[config.mk]
export PLATFORM = sky130hd
export DESIGN_NAME = watchdog_timer_win
export DESIGN_NICKNAME = d
export VERILOG_FILES = /design/src/rtl/watchdog_pkg.sv /design/src/rtl/wdt_counter.sv /design/src/rtl/watchdog_timer_win.sv
export SDC_FILE = /design/constraint.sdc
export NUM_CORES = 1
export LEC_CHECK = 0
export ABC_AREA = 0
export CORE_ASPECT_RATIO = 1.25
export CORE_MARGIN = 4
export CORE_UTILIZATION = 60
export DETAILED_ROUTE_END_ITERATION = 7
export DONT_BUFFER_PORTS = 1
export PLACE_DENSITY = 0.85
export SETUP_SLACK_MARGIN = 0.1
export SYNTH_ARGS = -nofsm -noshare
export SYNTH_HDL_FRONTEND = slang
export SYNTH_SLANG_ARGS = --single-unit
[constraint.sdc]
create_clock -name clk -period 3.85 [get_ports clk]
set_input_delay 0.5775 -clock clk [delete_from_list [all_inputs] [get_ports clk]]
set_output_delay 0.5775 -clock clk [all_outputs]
set_load 0.1 [all_outputs]
[src/rtl/watchdog_pkg.sv]
// Shared types for the windowed watchdog: FSM state encoding and its width.
package watchdog_pkg;

   localparam int WDT_STATE_W = 2;

   typedef enum logic [WDT_STATE_W-1:0] {
      IDLE    = 2'd0,
      RUN     = 2'd1,
      WARN    = 2'd2,
      EXPIRED = 2'd3
   } wdt_state_t;

endpackage

[src/rtl/wdt_counter.sv]
// Watchdog up-counter: synchronous clear, increment on request, otherwise hold.
// Saturates at all-ones instead of wrapping.
module wdt_counter #(
   parameter int CNT_W = 16
) (
   input  logic             clk,
   input  logic             rst,
   input  logic             i_clr,
   input  logic             i_inc,
   output logic [CNT_W-1:0] o_count
);

   logic [CNT_W-1:0] r_count;

   always_ff @(posedge clk) begin
      if (rst) begin
         r_count <= '0;
      end else if (i_clr) begin
         r_count <= '0;
      end else if (i_inc && (r_count != '1)) begin
         r_count <= r_count + CNT_W'(1);
      end
   end

   assign o_count = r_count;

endmodule

[src/rtl/watchdog_timer_win.sv]
// Windowed watchdog with programmable timeout, early warning and sticky expiry.
// Defining WDT_WINDOW_EN adds cfg_window/early_kick: kicks below the window expire the timer.
module watchdog_timer_win
   import watchdog_pkg::*;
#(
   parameter int CNT_W = 16
) (
   input  logic             clk,
   input  logic             rst,
   input  logic             enable,
   input  logic             kick,
   input  logic [CNT_W-1:0] cfg_timeout,
   input  logic [CNT_W-1:0] cfg_warn,
   input  logic             timeout_clr,
`ifdef WDT_WINDOW_EN
   input  logic [CNT_W-1:0] cfg_window,
   output logic             early_kick,
`endif
   output logic [CNT_W-1:0] count,
   output wdt_state_t       state,
   output logic             warn,
   output logic             timeout,
   output logic             expire_pulse
);

   wdt_state_t       r_state;
   wdt_state_t       w_nextState;
   logic             w_clr;
   logic             w_inc;
   logic [CNT_W-1:0] w_count;
   logic [CNT_W:0]   w_countInc;
   logic             w_expireHit;
   logic             w_warnHit;
   logic             w_early;
   logic             r_expirePulse;

   wdt_counter #(.CNT_W(CNT_W)) u_counter (
      .clk     (clk),
      .rst     (rst),
      .i_clr   (w_clr),
      .i_inc   (w_inc),
      .o_count (w_count)
   );

   // Warning is suppressed when the threshold is at or beyond the terminal count.
   assign w_countInc  = {1'b0, w_count} + {{CNT_W{1'b0}}, 1'b1};
   assign w_expireHit = (w_count >= cfg_timeout);
   assign w_warnHit   = (w_countInc >= {1'b0, cfg_warn}) && (cfg_warn < cfg_timeout);

`ifdef WDT_WINDOW_EN
   assign w_early = kick && (cfg_window != '0) && (w_count < cfg_window);
`else
   assign w_early = 1'b0;
`endif

   always_ff @(posedge clk) begin
      if (rst) begin
         r_state       <= IDLE;
         r_expirePulse <= 1'b0;
      end else begin
         r_state       <= w_nextState;
         r_expirePulse <= (w_nextState == EXPIRED) && (r_state != EXPIRED);
      end
   end

   always_comb begin
      w_nextState = r_state;
      w_clr       = 1'b0;
      w_inc       = 1'b0;
      case (r_state)
         IDLE: begin
            w_clr = 1'b1;
            if (enable) begin
               w_nextState = RUN;
            end
         end
         RUN, WARN: begin
            // Kick outranks a same-edge expiry unless it lands inside the window.
            if (!enable) begin
               w_nextState = IDLE;
               w_clr       = 1'b1;
            end else if (kick) begin
               if (w_early) begin
                  w_nextState = EXPIRED;
               end else begin
                  w_nextState = RUN;
                  w_clr       = 1'b1;
               end
            end else if (w_expireHit) begin
               w_nextState = EXPIRED;
            end else begin
               w_inc       = 1'b1;
               w_nextState = w_warnHit ? WARN : RUN;
            end
         end
         EXPIRED: begin
            if (timeout_clr) begin
               w_nextState = IDLE;
               w_clr       = 1'b1;
            end
         end
         default: begin
            w_nextState = IDLE;
            w_clr       = 1'b1;
         end
      endcase
   end

   always_comb begin
      count        = w_count;
      state        = r_state;
      warn         = (r_state == WARN);
      timeout      = (r_state == EXPIRED);
      expire_pulse = r_expirePulse;
   end

`ifdef WDT_WINDOW_EN
   logic r_earlyKick;

   // Latched alongside the sticky expiry and released by the same clear.
   always_ff @(posedge clk) begin
      if (rst) begin
         r_earlyKick <= 1'b0;
      end else if (((r_state == RUN) || (r_state == WARN)) && enable && w_early) begin
         r_earlyKick <= 1'b1;
      end else if ((r_state == EXPIRED) && timeout_clr) begin
         r_earlyKick <= 1'b0;
      end
   end

   assign early_kick = r_earlyKick;
`endif

endmodule

Word-level counts from Yosys, hierarchy flattened:

Index checks and enable logic that the tools add are counted.

* bits in registers: 19
* latch bits: 0
* bits in writable memories: 0
* bits in read-only memories: 0
* output and inout port bits: 21
* word-level logic and storage cells: 35
* memories kept: 0

* add/sub/neg operators: 2
* $mul: 0
* divide/modulo/power cells: 0
* order comparisons: 3
* equal/unequal tests: 6
* shift operators: 0
* multiplexer cells: 15
* bitwise logic cells: 0
* reduce and logical (&&, ||, !) cells: 6

Operator list (number)
* adder 16 x 1 -> 17 bit, second input constant: 1
* greater-or-equal comparator 17 x 16 -> 1 bit: 1
* adder 16 x 1 -> 16 bit, second input constant: 1
* greater-or-equal comparator 16 bit: 1
* < comparator 16 bit: 1
* inequality test 16 bit, second input constant: 1
* 2-to-1 mux 2 bit: 6
* 2-to-1 mux 1 bit: 7
* equality test 2 bit, second input constant: 3
* one-hot mux 2 bit (3 select lines): 1
* OR reduction 2 bit: 2
* logical AND 1 bit: 3
* one-hot mux 1 bit (3 select lines): 1
* equality test 2 x 1 -> 1 bit, second input constant: 1
* logical NOT 2 bit: 1
* inequality test 2 bit, second input constant: 1

Logic depth before layout (Yosys ltp):

Gate-level depths: netlist (run 1).

* depth after elaboration: 10
* mapped depth: 12
* depth with buffers taken out: 12

Modules after synthesis:

Synthesis (run 1) repeated with hierarchy kept, for this count alone.

* cells, all modules: 311
* area total of the unflattened synthesis: 2544.9 µm²

By module, submodules not included
* watchdog_timer_win: instances 1, cells each 209, area an instance 1627.8 µm², seq. area each 60.1 µm²
* wdt_counter: instances 1, cells each 102, area an instance 917.1 µm², seq. area each 320.3 µm²

Worst setup path before layout (run 1):

No wires, ideal clock.

* path type: reg2reg
* start: reg u_counter.r_count[1], in the netlist u_counter.o_count[1]
* end: reg r_expirePulse, in the netlist expire_pulse
* library setup time: 109 ps
* arrival: 3397 ps
* required time: 3741 ps
* setup slack: 344 ps
* cell stages (with the launch flop): 13
* period minus slack after synthesis: 3506 ps
* cells stage by stage: dfxtp_1 > ha_1 > and3_4 > and4_4 > and2_4 > xor2_1 > ha_1 > a21oi_1 > nor2b_1 > a311oi_1 > a31oi_1 > a31o_2 > a2111oi_2

* word-level cells in the longest chain between the ends: 10
* elaborated cells on any way between the ends: 11
* classes of those cells: add/sub (1); order compare (2); eq/ne (1); mux (5); reduce/logical (2)

Ends and longest elaborated chain
* start: declaration: RTL line wdt_counter.sv:13 `logic [CNT_W-1:0] r_count;`
* start signal: assignment: RTL line wdt_counter.sv:21 `r_count <= r_count + CNT_W'(1);`
* adder 16 x 1 -> 17 bit: RTL line watchdog_timer_win.sv:46 `assign w_countInc = {1'b0, w_count} + {{CNT_W{1'b0}}, 1'b1};`
* named net w_countInc[14]: RTL line watchdog_timer_win.sv:31 `logic [CNT_W:0] w_countInc;`
* greater-or-equal comparator 17 x 16 -> 1 bit: RTL line watchdog_timer_win.sv:48 `assign w_warnHit = (w_countInc >= {1'b0, cfg_warn}) && (cfg_warn < cfg_timeout);`
* logical AND 1 bit: RTL line watchdog_timer_win.sv:48
* 2-to-1 mux 2 bit: RTL line watchdog_timer_win.sv:93 `w_nextState = w_warnHit ? WARN : RUN;`
* 2-to-1 mux 2 bit: RTL line watchdog_timer_win.sv:89 `end else if (w_expireHit) begin`
* 2-to-1 mux 2 bit: RTL line watchdog_timer_win.sv:82 `end else if (kick) begin`
* 2-to-1 mux 2 bit: RTL line watchdog_timer_win.sv:79 `if (!enable) begin`
* one-hot mux 2 bit (3 select lines): RTL line watchdog_timer_win.sv:70 `case (r_state)`
* equality test 2 bit: RTL line watchdog_timer_win.sv:62 `r_expirePulse <= (w_nextState == EXPIRED) && (r_state != EXPIRED);`
* logical AND 1 bit: RTL line watchdog_timer_win.sv:62
* end signal: assignment: RTL line watchdog_timer_win.sv:62
* end: declaration: RTL line watchdog_timer_win.sv:35 `logic r_expirePulse;`

The timed path passes the listed nets, and every way through them passes these cells.
A chain may end at the register's enable or synchronous reset.

Worst setup path after layout (run 1):

* start: reg u_counter.r_count[2], in the netlist u_counter.o_count[2]
* end: reg r_expirePulse, in the netlist expire_pulse

Same word-level chain as after synthesis.

==> results of run 1 <==
[metal layers]
metal,track usage,vias up,wire [um]
li1,-,1031,-
met4,0.0662,0,93
met5,0,-,0
met3,0.0190,8,286
met2,0.393,71,2520
met1,0.285,906,2210
[kinds of logic after synthesis]
kind of cell | share of synthesized area
AO/OA/AOI/OAI | 0.159
adder cells (fa/ha/maj) | 0.280
XOR/XNOR | 0.108
buffers and inverters | 0.0763
multiplexers | 0.00439
flip-flops | 0.167
AND/OR/NAND/NOR | 0.206
[metrics by stage]
step / hold WS [ns] / cell area [um^2] / cells / setup WS (ns)
4_1_cts: 0.382 / 2490 / 340 / 0.612
5_1_grt: 0.377 / 2490 / 340 / 0.389
3_5_place_dp: 0.579 / 2450 / 336 / 0.661
3_3_place_gp: 0.572 / 2450 / 336 / 0.761
2_1_floorplan: 0.647 / 2280 / 281 / 0.344
6_report: 0.379 / 2490 / 340 / 0.636
[worst register-to-register path, stage by stage (launching register included)]
cell and delay, ns:
dfxtp_1 0.34, buf_4 0.32, and3_4 0.29, and4_4 0.26, xor2_1 0.09, ha_1 0.33, nand4_1 0.13, a2111oi_0 0.47
o31ai_1 0.19, a31oi_1 0.25, and3b_1 0.25, a2111oi_2 0.21
[cells in the final DEF (no fill, tap or decap), types with 2 or more instances in the layout]
master / synthesis / final
a2111oi_0: 3 / 3
a211oi_1: 2 / 2
a21oi_1: 21 / 21
and2_1: 2 / 2
and2_2: 2 / 2
and3_1: 3 / 3
and3_2: 2 / 2
and4_1: 3 / 3
buf_4: 0 / 20
clkbuf_8: 0 / 3
dfxtp_1: 19 / 19
ha_1: 51 / 51
inv_1: 38 / 38
nand2_1: 13 / 13
nand2b_1: 3 / 3
nand3_1: 15 / 15
nand4_1: 5 / 5
nor2_1: 22 / 22
nor2b_1: 5 / 5
o21a_1: 2 / 2
o21ai_0: 13 / 13
or3_1: 2 / 2
xnor2_1: 4 / 4
xor2_1: 24 / 24
[sequential cells by signal, indices dropped and copies added (netlist names)]
signal,cells
state,2
u_counter.o_count,16
expire_pulse,1
[power by group through the flow]
stage	Combinational [uW]	Clock, uW	Sequential [uW]
2_1_floorplan	76.2	0	218
3_3_place_gp	107	0	204
3_5_place_dp	112	0	204
4_1_cts	113	139	199
5_1_grt	131	148	199
6_report	113	140	199
[layout make-up]
class | count | share of cell area
clock buffer | 3 | 0.0166
clock inverter | 1 | 0.00201
inverter | 38 | 0.0572
multi-input combinational | 220 | 0.692
sequential | 19 | 0.153
tap | 39 | 0.0196
timing repair buffer | 20 | 0.0602
[worst paths after layout]
check                        start  slack [ns]                     to
max           u_counter.o_count[2]        0.64           expire_pulse
min                            rst        0.38               state[0]
max reg2reg   u_counter.o_count[2]        0.64           expire_pulse
min reg2reg  u_counter.o_count[13]        0.59  u_counter.o_count[13]
==> flow_summary.yaml, run 1 <==
outcome:
  status: "finished clean"
clock_network:
  cts_post_setup_buffers_inserted: 0
  htreeDepth: 1
  cts-root-buf: "clkbuf_8"
  cts_resized: 0
  cts_num_sinks: 19
  worstSkewPairLatency_ns: 0.26
  cts_buffers: 3
  clockBufferDepth: 2
  clkSlewWorstSetupHoldPaths_ns: 0.08
  cts_tree: "yes"
  cts-hold-fix-buffers: 0
placed_design:
  portBuffers: 0
  hpwl_um: 4350
  place_congestion: 0.856
global_route:
  grt.overflow.total: 0
  antenna_found_initial: 0
  grt_pass1_vias: 2097
  grt_max_degree: 17
  grt.total_usage: 0.223
  grt_pass1_wl_um: 9060
sta:
  skew_ns: 0.00632
  rsz0062_at_grt: "no"
  worst_slew_pin_slew_ns: 0.963
  timing.final.crit_share: 0.835
  finalSetupTns_ns: 0
  slew_headroom: 0.359
  hold_viol: 0
  maxSlewViolCount: 0
  setup_viol: 0
  layout_min_cycle_time_ns: 3.21
  timing.fmax_mhz: 311
synth:
  synth_edf_count: 0
  synth_area_um2: 2280
  syn_inst: 281
  synthTopCellsByArea: "ha_1 (28%), dfxtp_1 (17%), xor2_1 (9.2%)"
  synth_most_common_cell: "ha_1"
  ys_ff_latch: 19
  synthTopCellsByCount: "ha_1 (51), inv_1 (38), xor2_1 (24)"
  synthArstFlopShare: 0
  postSynthAreaPerCell_um2: 8.11
  synth_top_area_share: 0.280
  synth_ff_type: "dfxtp_1"
  synth_nets: 369
  ys_seq_area_frac: 0.167
  yosys.area.top_type: "ha_1"
  yosys_warnings: 0
  synthDistinctLibCells: 48
detailed_routing:
  wl_per_cell_um: 15.0
  wirelength_um: 5110
  via_per_inst: 5.93
  drtIter0Drc: 45
  drt_pass1_iterations: 4
  drc: 0
  via_count: 2016
  postRouteAntennaNets: 0
power:
  powerDensity_nw_per_um2: 181
  p_switching_uw: 141
  seq_power_share: 0.441
  p_int_uw: 311
  ir_drop_v: 0.0000965
  finalPower_uw: 452
  p_sw_frac: 0.312
  p_comb_frac: 0.250
  p_clk_frac: 0.309
  p_leak_uw: 0.00131
worst_hold_path:
  hp-class: "in -> reg"
  holdPathStages: 1
critical_path:
  worstPathArrival_ns: 3.37
  worst_path_largest_cell_delay_ns: 0.47
  setup.worst_path.start_class: "register"
  path_buf_inv: 1
  cp-end-kind: "register"
  cp_cell_sequence: "buf_4 -> and3_4 -> and4_4 -> xor2_1 -> ha_1 -> nand4_1 -> a2111oi_0 -> o31ai_1 -> a31oi_1 -> and3b_1 -> a2111oi_2"
  crit_slowest_cell: "a2111oi_0"
  crit_cells: 11
  worst_r2r_path_depth: 11
  criticalPathCategory: "reg -> reg"
  cp_top_family: "compound AO/OA/AOI/OAI gates"
  cp.required_ns: 4.01
  crit_fanout: 5
floorplan:
  io_pins: 58
  start_util: 0.638
  die_height_um: 76.9
  die_area_um2: 4850
  die_w_um: 63.1
  rows: 24
  coreArea_um2: 3570
layout:
  nNetsFinal: 390
  antenna_cells: 0
  final_util: 0.697
  syn_to_final_growth_pct: 9.39
  multi_input_area_um2: 1720
  fillers: 290
  drive_above_1_share: 0.120
  seqCellArea_um2: 380
job:
  drv_cap: 0
No activity file was read; power rests on OpenSTA's default activity.
==> inputs of run 2 (changes only) <==
clock period = 3.25 ns   (was 3.85 ns; I/O delays follow)
==> flow_summary.yaml, run 2 (synthesized netlist as in run 1, its figures left out) <==
floorplan:
  die_height_um: 76.9
  io_pins: 58
  die_area_um2: 4850
  coreArea_um2: 3570
  start_util: 0.638
  die_w_um: 63.1
  rows: 24
power:
  powerDensity_nw_per_um2: 216
  p_leak_uw: 0.00134
  p_int_uw: 369
  p_switching_uw: 181
  ir_drop_v: 0.000154
  p_comb_frac: 0.248
  p_clk_frac: 0.322
  seq_power_share: 0.430
  finalPower_uw: 550
  p_sw_frac: 0.329
global_route:
  antenna_found_initial: 0
  grt.total_usage: 0.239
  grt_max_degree: 17
  grt_pass1_wl_um: 9490
  grt_pass1_vias: 2165
  grt.overflow.total: 0
sta:
  setup_viol: 0
  layout_min_cycle_time_ns: 2.90
  skew_ns: 0.00664
  timing.fmax_mhz: 344
  rsz0062_at_grt: "no"
  finalSetupTns_ns: 0
  worst_slew_pin_slew_ns: 0.947
  hold_viol: 0
  timing.final.ws_setup_ns: 0.345
  maxSlewViolCount: 0
  slew_headroom: 0.368
  timing.final.crit_share: 0.894
clock_network:
  cts_num_sinks: 19
  clockBufferDepth: 2
  worstSkewPairLatency_ns: 0.27
  cts_post_setup_buffers_inserted: 0
  cts-root-buf: "clkbuf_8"
  cts_tree: "yes"
  htreeDepth: 1
  clkSlewWorstSetupHoldPaths_ns: 0.08
  cts_buffers: 3
critical_path:
  cp_top_family: "compound AO/OA/AOI/OAI gates"
  worstReg2RegEnd: "expire_pulse"
  crit_slowest_cell: "dfxtp_2"
  worst_path_largest_cell_delay_ns: 0.37
  setup.worst_path.start_class: "register"
  worstPathArrival_ns: 3.08
  crit_fanout: 5
  regToRegSetupSlack_ns: 0.35
  criticalPathCategory: "reg -> reg"
  r2r-start: "u_counter.o_count[0]"
  worst_r2r_path_depth: 12
  cp_cell_sequence: "ha_2 -> and3_4 -> and4_4 -> and2_4 -> xor2_1 -> ha_1 -> a21oi_2 -> nor2b_1 -> a311oi_1 -> a31oi_1 -> a31o_2 -> a2111oi_2"
  cp-end-kind: "register"
  cp.required_ns: 3.42
  path_buf_inv: 0
layout:
  largest_register_ffs: 16
  final_cell_mix: "ha_1 (50), inv_1 (38), buf_4 (25)"
  drive_above_1_share: 0.180
  nNetsFinal: 395
  multi_input_area_um2: 1730
  mostFrequentLayoutCell: "ha_1"
  fillers: 284
  antenna_cells: 0
  final_util: 0.714
  final_cells: 345
  syn_to_final_growth_pct: 12.0
  seqCellArea_um2: 395
detailed_routing:
  postRouteAntennaNets: 0
  wirelength_um: 5560
  via_count: 2072
  drtIter0Drc: 67
  drt_pass1_iterations: 4
  drc: 0
  wl_per_cell_um: 16.1
  via_per_inst: 6.01
placed_design:
  place.detailed.instances: 341
  place_congestion: 0.806
  portBuffers: 0
  dp_slack_ns: 0.350
  hpwl_um: 4570
job:
  drv_cap: 0
worst_hold_path:
  hold-path-endpoint: "state[0]"
  holdPathStages: 1
  min_from: "rst"
  hp-class: "in -> reg"
outcome:
  status: "finished clean"
==> run 2: worst register-to-register path, delay by kind of cell, from the launching register on <==
kind / cells / cell delay, ns
and+or+nand+nor: 4 / 0.70
AOI/OAI and AO/OA: 5 / 1.07
DFF: 1 / 0.37
xor gates and xnor gates: 1 / 0.17
adders and majority gates: 2 / 0.50
==> run 2: what timing repair did <==
item / 4_1_cts / 5_1_grt
endpoints found under the setup margin: 0 / 1
resized for setup: 0 / 3
hold buffers: 0 / 0
==> run 2: layer usage <==
| layer | part of all wire | GRT usage |
|---|---|---|
| met1 | 0.42 | 0.274 |
| met2 | 0.51 | 0.426 |
| met3 | 0.048 | 0.0365 |
| met4 | 0.027 | 0.113 |
| met5 | 0 | 0 |
==> run 2: how the worst max path moves through the flow <==
stage	startpoint	end	slack [ns]	cells after the start
6_report	u_counter.o_count[0]	expire_pulse	0.35	12
5_1_grt	u_counter.o_count[0]	expire_pulse	0.13	12
4_1_cts	u_counter.o_count[0]	expire_pulse	0.31	12
3_5_place_dp	u_counter.o_count[0]	expire_pulse	0.35	12
3_3_place_gp	u_counter.o_count[0]	expire_pulse	0.46	12
2_1_floorplan	u_counter.o_count[1]	expire_pulse	0.11	12
==> run 2: layout make-up <==
type                    instances  share of cell area
multi-input cells             220               0.678
flip-flops and latches         19               0.155
repair buffers                 25              0.0735
inverters                      38              0.0559
well taps                      39              0.0191
clock buffers                   3              0.0162
clock inverters                 1             0.00196
==> run 2: metrics by stage <==
| step | instance area [um^2] | hold WS (ns) |
|---|---|---|
| after floorplan | 2290 | 0.557 |
| after global placement | 2500 | 0.508 |
| after detailed placement | 2500 | 0.533 |
| after CTS | 2540 | 0.288 |
| after global routing | 2550 | 0.282 |
| final | 2550 | 0.285 |
==> run 2: power by group through the flow <==
stage / Sequential [uW] / Clock [uW] / Combinational, uW
CTS: 237 / 175 / 135
global placement: 242 / 0 / 129
detailed placement: 242 / 0 / 135
global route: 237 / 193 / 155
floorplan: 259 / 0 / 90.3
finish: 237 / 177 / 137
==> edit 1, RTL diff (flow settings as in run 1) <==
Build with the macro `WDT_WINDOW_EN` defined.
--- a/src/rtl/watchdog_timer_win.sv
+++ b/src/rtl/watchdog_timer_win.sv
@@ -1,5 +1,7 @@
 // Windowed watchdog with programmable timeout, early warning and sticky expiry.
 // Defining WDT_WINDOW_EN adds cfg_window/early_kick: kicks below the window expire the timer.
+`define WDT_WINDOW_EN
+
 module watchdog_timer_win
    import watchdog_pkg::*;
 #(
Interface: changed (added cfg_window and early_kick); port bits go from 58 to 75. No check against the original RTL was run, so the function may have changed too.
==> edit 1 against run 1 <==
- worst setup slack got worse by 0.21 ns
- wire length increased by 34%
- area after synthesis increased by 22%
- count of clock-buffer cells in the layout unchanged
- total power increased by 23%
- clock skew increased by 0.0022 ns
- combinational power increased by 72%
- cell area increased by 21%
- sequential cell count increased by 1
- critical path type unchanged
==> edit 1: results (changes against run 1) <==
GRT
  – Vias in the first global route: 2605 (+24%)
  – Pin count of the biggest net entering global routing: 19 (+2)
  – Grt met1 use: 29.1% (+0.52 points)
  – Total global routing track utilization: 24.6% (+2.3 points)
  – Met3 Track Usage GR: 5.66% (+3.8 points)
  – First-pass GRT wire length: 11.3 mm (+24%)
  – M2 GR Usage: 41.6% (+2.3 points)

Layout
  – Layout cells sized above 1: 12.6% (+0.61 points)
  – Fillers: 374 (+29%)
  – Final net count: 479 (+23%)

Setup path
  – Critical Path Slowest Stage Cell: dfxtp_1
  – Worst Path Max Fanout: 6 (+1)
  – Max incr delay on CP: 0.34 ns (-0.13 ns)
  – Worst Path Arrival: 3.59 ns (+0.22 ns)

Synth
  – Register area share after synthesis: 14.5% (-2.2 points)
  – Asr flop ratio synth: 0% (unchanged)
  – Syn Inst Count: 340 (+21%)
  – Number of distinct library cells after synthesis: 43 (-10%)
  – Most instantiated cells after synthesis: 66 x ha_1, 51 x inv_1, 26 x nor2_1, 20 x dfxtp_1, 20 x xnor2_1
  – Post-Syn Nets: 459 (+24%)
  – Top post-synthesis cells by area: ha_1 30%, dfxtp_1 14%, inv_1 6.9%

Place
  – Final GP Congestion: 0.884 (+3.3%)
  – # placed instances: 413 (+23%)
  – Detailed Place HPWL: 5.89 mm (+35%)

Run status
  – Outcome: completed

CTS
  – CTS Buf Count: 3 (unchanged)
  – H-Tree Depth: 1 (unchanged)

Detailed routing
  – Vias per std cell: 6.14 (+3.5%)
  – Final wirelength: 6.84 mm (+34%)
  – First-pass DRT Iterations: 4 (unchanged)
  – WL/cell: 16.5 um (+9.4%)
  – Starting DRC count in detailed routing: 91 (+100%)

Timing
  – Worst Clk Skew: 0.00850 ns (+0.00218 ns)
  – Slew @ Worst Pin: 0.981 ns (+0.0180 ns)

Worst hold path
  – Worst Hold Depth: 1 (unchanged)

Power
  – Peak supply drop: 0.217 mV (+120%)
  – P_leak: 1.52 nW (+16%)
==> edit 1: changes by cell type after synthesis, sizes merged, moves of 13 or more <==
| cell | change |
|---|---|
| xnor2 | +16 |
| ha | +15 |
| xor2 | -15 |
| inv | +13 |
==> edit 1: critical path, delay by kind of cell (launching register included) <==
kind	cells	cell delay (ns)
AND/OR/NAND/NOR	8	1.51
AO/OA/AOI/OAI	4	0.76
flip-flops	1	0.34
buffers and inverters	1	0.32
adder cells (fa/ha/maj)	1	0.31
XOR/XNOR	1	0.08
==> edit 1: final cells by class <==
type	instances	area, um2	area share, %
Inverter	51	191	6.37
Clock buffer	3	41.3	1.37
Timing Repair Buffer	19	143	4.75
Multi-Input combinational cell	265	2160	71.8
Sequential cell	20	400	13.3
Tap cell	58	72.6	2.42
==> edit 1: per-layer routing <==
| layer | routed length [um] | vias to the layer above |
|---|---|---|
| met5 | 0 | - |
| met4 | 195 | 0 |
| met3 | 545 | 22 |
| met2 | 3350 | 104 |
| met1 | 2750 | 1176 |
| li1 | - | 1251 |
==> edit 1: cells by family (layout without fill, tap and decap cells) <==
family                     after synthesis  count (layout)  share of synthesized area [%]
and+or+nand+nor                        100             100                           21.3
DFF                                     20              20                           14.5
buffers and inverters                   55              73                           7.91
AOI/OAI and AO/OA                       70              70                           17.3
adders and majority gates               66              66                           29.8
xor gates and xnor gates                29              29                           9.17
==> edit 1: worst paths after layout <==
path | start | endpoint | slack, ns
setup / recovery | u_counter.o_count[1]$_SDFFE_PP0P_ | expire_pulse$_SDFF_PP0_ | 0.43
hold / removal | rst | early_kick$_SDFFE_PP0P_ | 0.38
setup reg to reg | u_counter.o_count[1]$_SDFFE_PP0P_ | expire_pulse$_SDFF_PP0_ | 0.43
hold reg to reg | u_counter.o_count[13]$_SDFFE_PP0P_ | u_counter.o_count[13]$_SDFFE_PP0P_ | 0.61
==> edit 1: report_power, final <==
part,internal (mW),total [mW],switching (mW)
Clock,0.0695,0.133,0.0631
Combinational,0.0615,0.194,0.133
Sequential,0.213,0.232,0.0187
Total,0.344,0.558,0.215
==> edit 1: timing repair <==
item / CTS / global route
hold endpoints to repair: 0 / 0
setup endpoints to repair: 0 / 1
resized for setup: 0 / 1
==> edit 1: through the flow <==
step	setup WS, ns	util [%]	instance area (um2)	power [mW]	hold slack (ns)
after global routing	0.144	67.9	3000	0.593	0.372
after global placement	0.667	66.8	2960	0.423	0.560
final	0.428	67.9	3000	0.558	0.384
after detailed placement	0.456	66.8	2960	0.429	0.596
after CTS	0.434	67.7	3000	0.562	0.381
after floorplan	0.107	-	2770	0.396	0.650
==> edit 2, RTL diff (config.mk and constraints of run 1) <==
Made on the original files. Add an input register stage for `cfg_warn`, without a reset; this delays it by one clock. The other inputs are not delayed to match.
--- a/src/rtl/watchdog_timer_win.sv
+++ b/src/rtl/watchdog_timer_win.sv
@@ -23,6 +23,12 @@
    output logic             expire_pulse
 );
 
+   logic [CNT_W-1:0] cfg_warn_q;
+
+   always_ff @(posedge clk) begin
+      cfg_warn_q <= cfg_warn;
+   end
+
    wdt_state_t       r_state;
    wdt_state_t       w_nextState;
    logic             w_clr;
@@ -45,7 +51,7 @@
    // Warning is suppressed when the threshold is at or beyond the terminal count.
    assign w_countInc  = {1'b0, w_count} + {{CNT_W{1'b0}}, 1'b1};
    assign w_expireHit = (w_count >= cfg_timeout);
-   assign w_warnHit   = (w_countInc >= {1'b0, cfg_warn}) && (cfg_warn < cfg_timeout);
+   assign w_warnHit   = (w_countInc >= {1'b0, cfg_warn_q}) && (cfg_warn_q < cfg_timeout);
 
 `ifdef WDT_WINDOW_EN
    assign w_early = kick && (cfg_window != '0) && (w_count < cfg_window);
Check against the original RTL: not equivalent (a bounded check fails within 4 cycles, from zero or initial values and one cycle with rst high).
==> edit 2 against run 1 <==
- sequential cell count rose by 16
- area after synthesis rose by 17%
- first-iteration DRC count grew 53%
- total power up 63%
- largest power group unchanged
- largest cell class unchanged
- combinational power decreased by 14%
- sequential power is 90% higher
- highest routed layer unchanged
- die area rose by 15%
- cell area increased by 18%
- critical path type unchanged
- hold slack worse by 0.078 ns
- wire length grew 14%
- worst setup slack got worse by 0.12 ns
==> edit 2: results (changes against run 1) <==
Run status
  – Outcome: completed

Place
  – Post-place instance area: 0.00287 mm2 (+17%)
  – Final GP Congestion: 0.794 (-7.3%)
  – Place WS: 0.553 ns (-0.108 ns)
  – # placed instances: 366 (+8.9%)

Floorplan
  – Die area: 0.00557 mm2 (+15%)

CTS
  – CTS Buf Count: 5 (+2)
  – H-Tree Depth: 2 (+1)

Setup path
  – Worst Setup SP: u_counter.o_count[4]$_SDFFE_PP0P_
  – Max incr delay on CP: 0.52 ns (+0.05 ns)
  – Cell family with the largest share of critical-path delay: simple AND/OR/NAND/NOR gates
  – Critical Path Slowest Stage Cell: or4_1
  – Worst Path Arrival: 3.49 ns (+0.12 ns)

GRT
  – First-pass GRT wire length: 10.0 mm (+10%)
  – Total global routing track utilization: 23.6% (+1.3 points)
  – Pin count of the biggest net entering global routing: 18 (+1)

Power
  – Peak supply drop: 0.191 mV (+98%)
  – Switch Pwr: 0.204 mW (+44%)
  – Switching Share: 27.5% (-3.6 points)
  – Power Clock: 0.264 mW (+89%)
  – Power Sequential: 0.378 mW (+90%)

Synth
  – Avg Cell Area, Syn: 9.06 um2 (+12%)
  – Top post-synthesis cells by area: dfxtp_1 26%, ha_1 24%, inv_1 4.9%
  – Most instantiated cells after synthesis: 51 x ha_1, 35 x dfxtp_1, 35 x inv_1, 20 x nand2_1, 17 x nor2_1

Layout
  – Buffer share of cell area: 5.09% (-0.93 points)
  – Clk cell area share: 2.76% (+0.90 points)
  – Finished Core Util: 70.3% (+0.53 points)
  – Seq/total area: 24.1% (+8.8 points)
  – Final net count: 405 (+3.8%)
  – Fillers: 317 (+9.3%)
  – Footprint of the multi-input gates: 0.00181 mm2 (+4.8%)

Detailed routing
  – Vias per std cell: 5.79 (-2.3%)
  – Final wirelength: 5.81 mm (+14%)

Timing
  – Relative slew slack: 37.4% (+1.5 points)
  – Worst Clk Skew: 0.0143 ns (+0.00798 ns)

Worst hold path
  – Worst Hold Depth: 0 (-1)
  – Hold_sp: cfg_warn[10]
==> edit 2: worst paths after layout <==
path	slack [ns]	end
min	0.30	cfg_warn_q[10]$_DFF_P_
max reg2reg	0.52	state[0]$_SDFF_PP0_
min reg2reg	0.53	u_counter.o_count[6]$_SDFFE_PP0P_
max	0.52	state[0]$_SDFF_PP0_
==> edit 2: per-layer routing <==
metal  share of wire, %  GRT usage (%)  vias up
li1                   -              -     1099
met5                  0              0        -
met3                5.9           7.44       11
met2                 51           41.1       50
met4                1.6           8.11        0
met1                 42           26.8     1007
==> edit 2: cell families (layout without fill, tap and decap cells) <==
group / after synthesis / count (layout) / synth area share, %
AOI/OAI and AO/OA: 68 / 68 / 18.7
muxes: 3 / 3 / 1.17
adders and majority gates: 51 / 51 / 24.0
buffers and inverters: 39 / 63 / 5.83
xor gates and xnor gates: 21 / 21 / 6.91
DFF: 35 / 35 / 26.3
and+or+nand+nor: 77 / 77 / 17.2
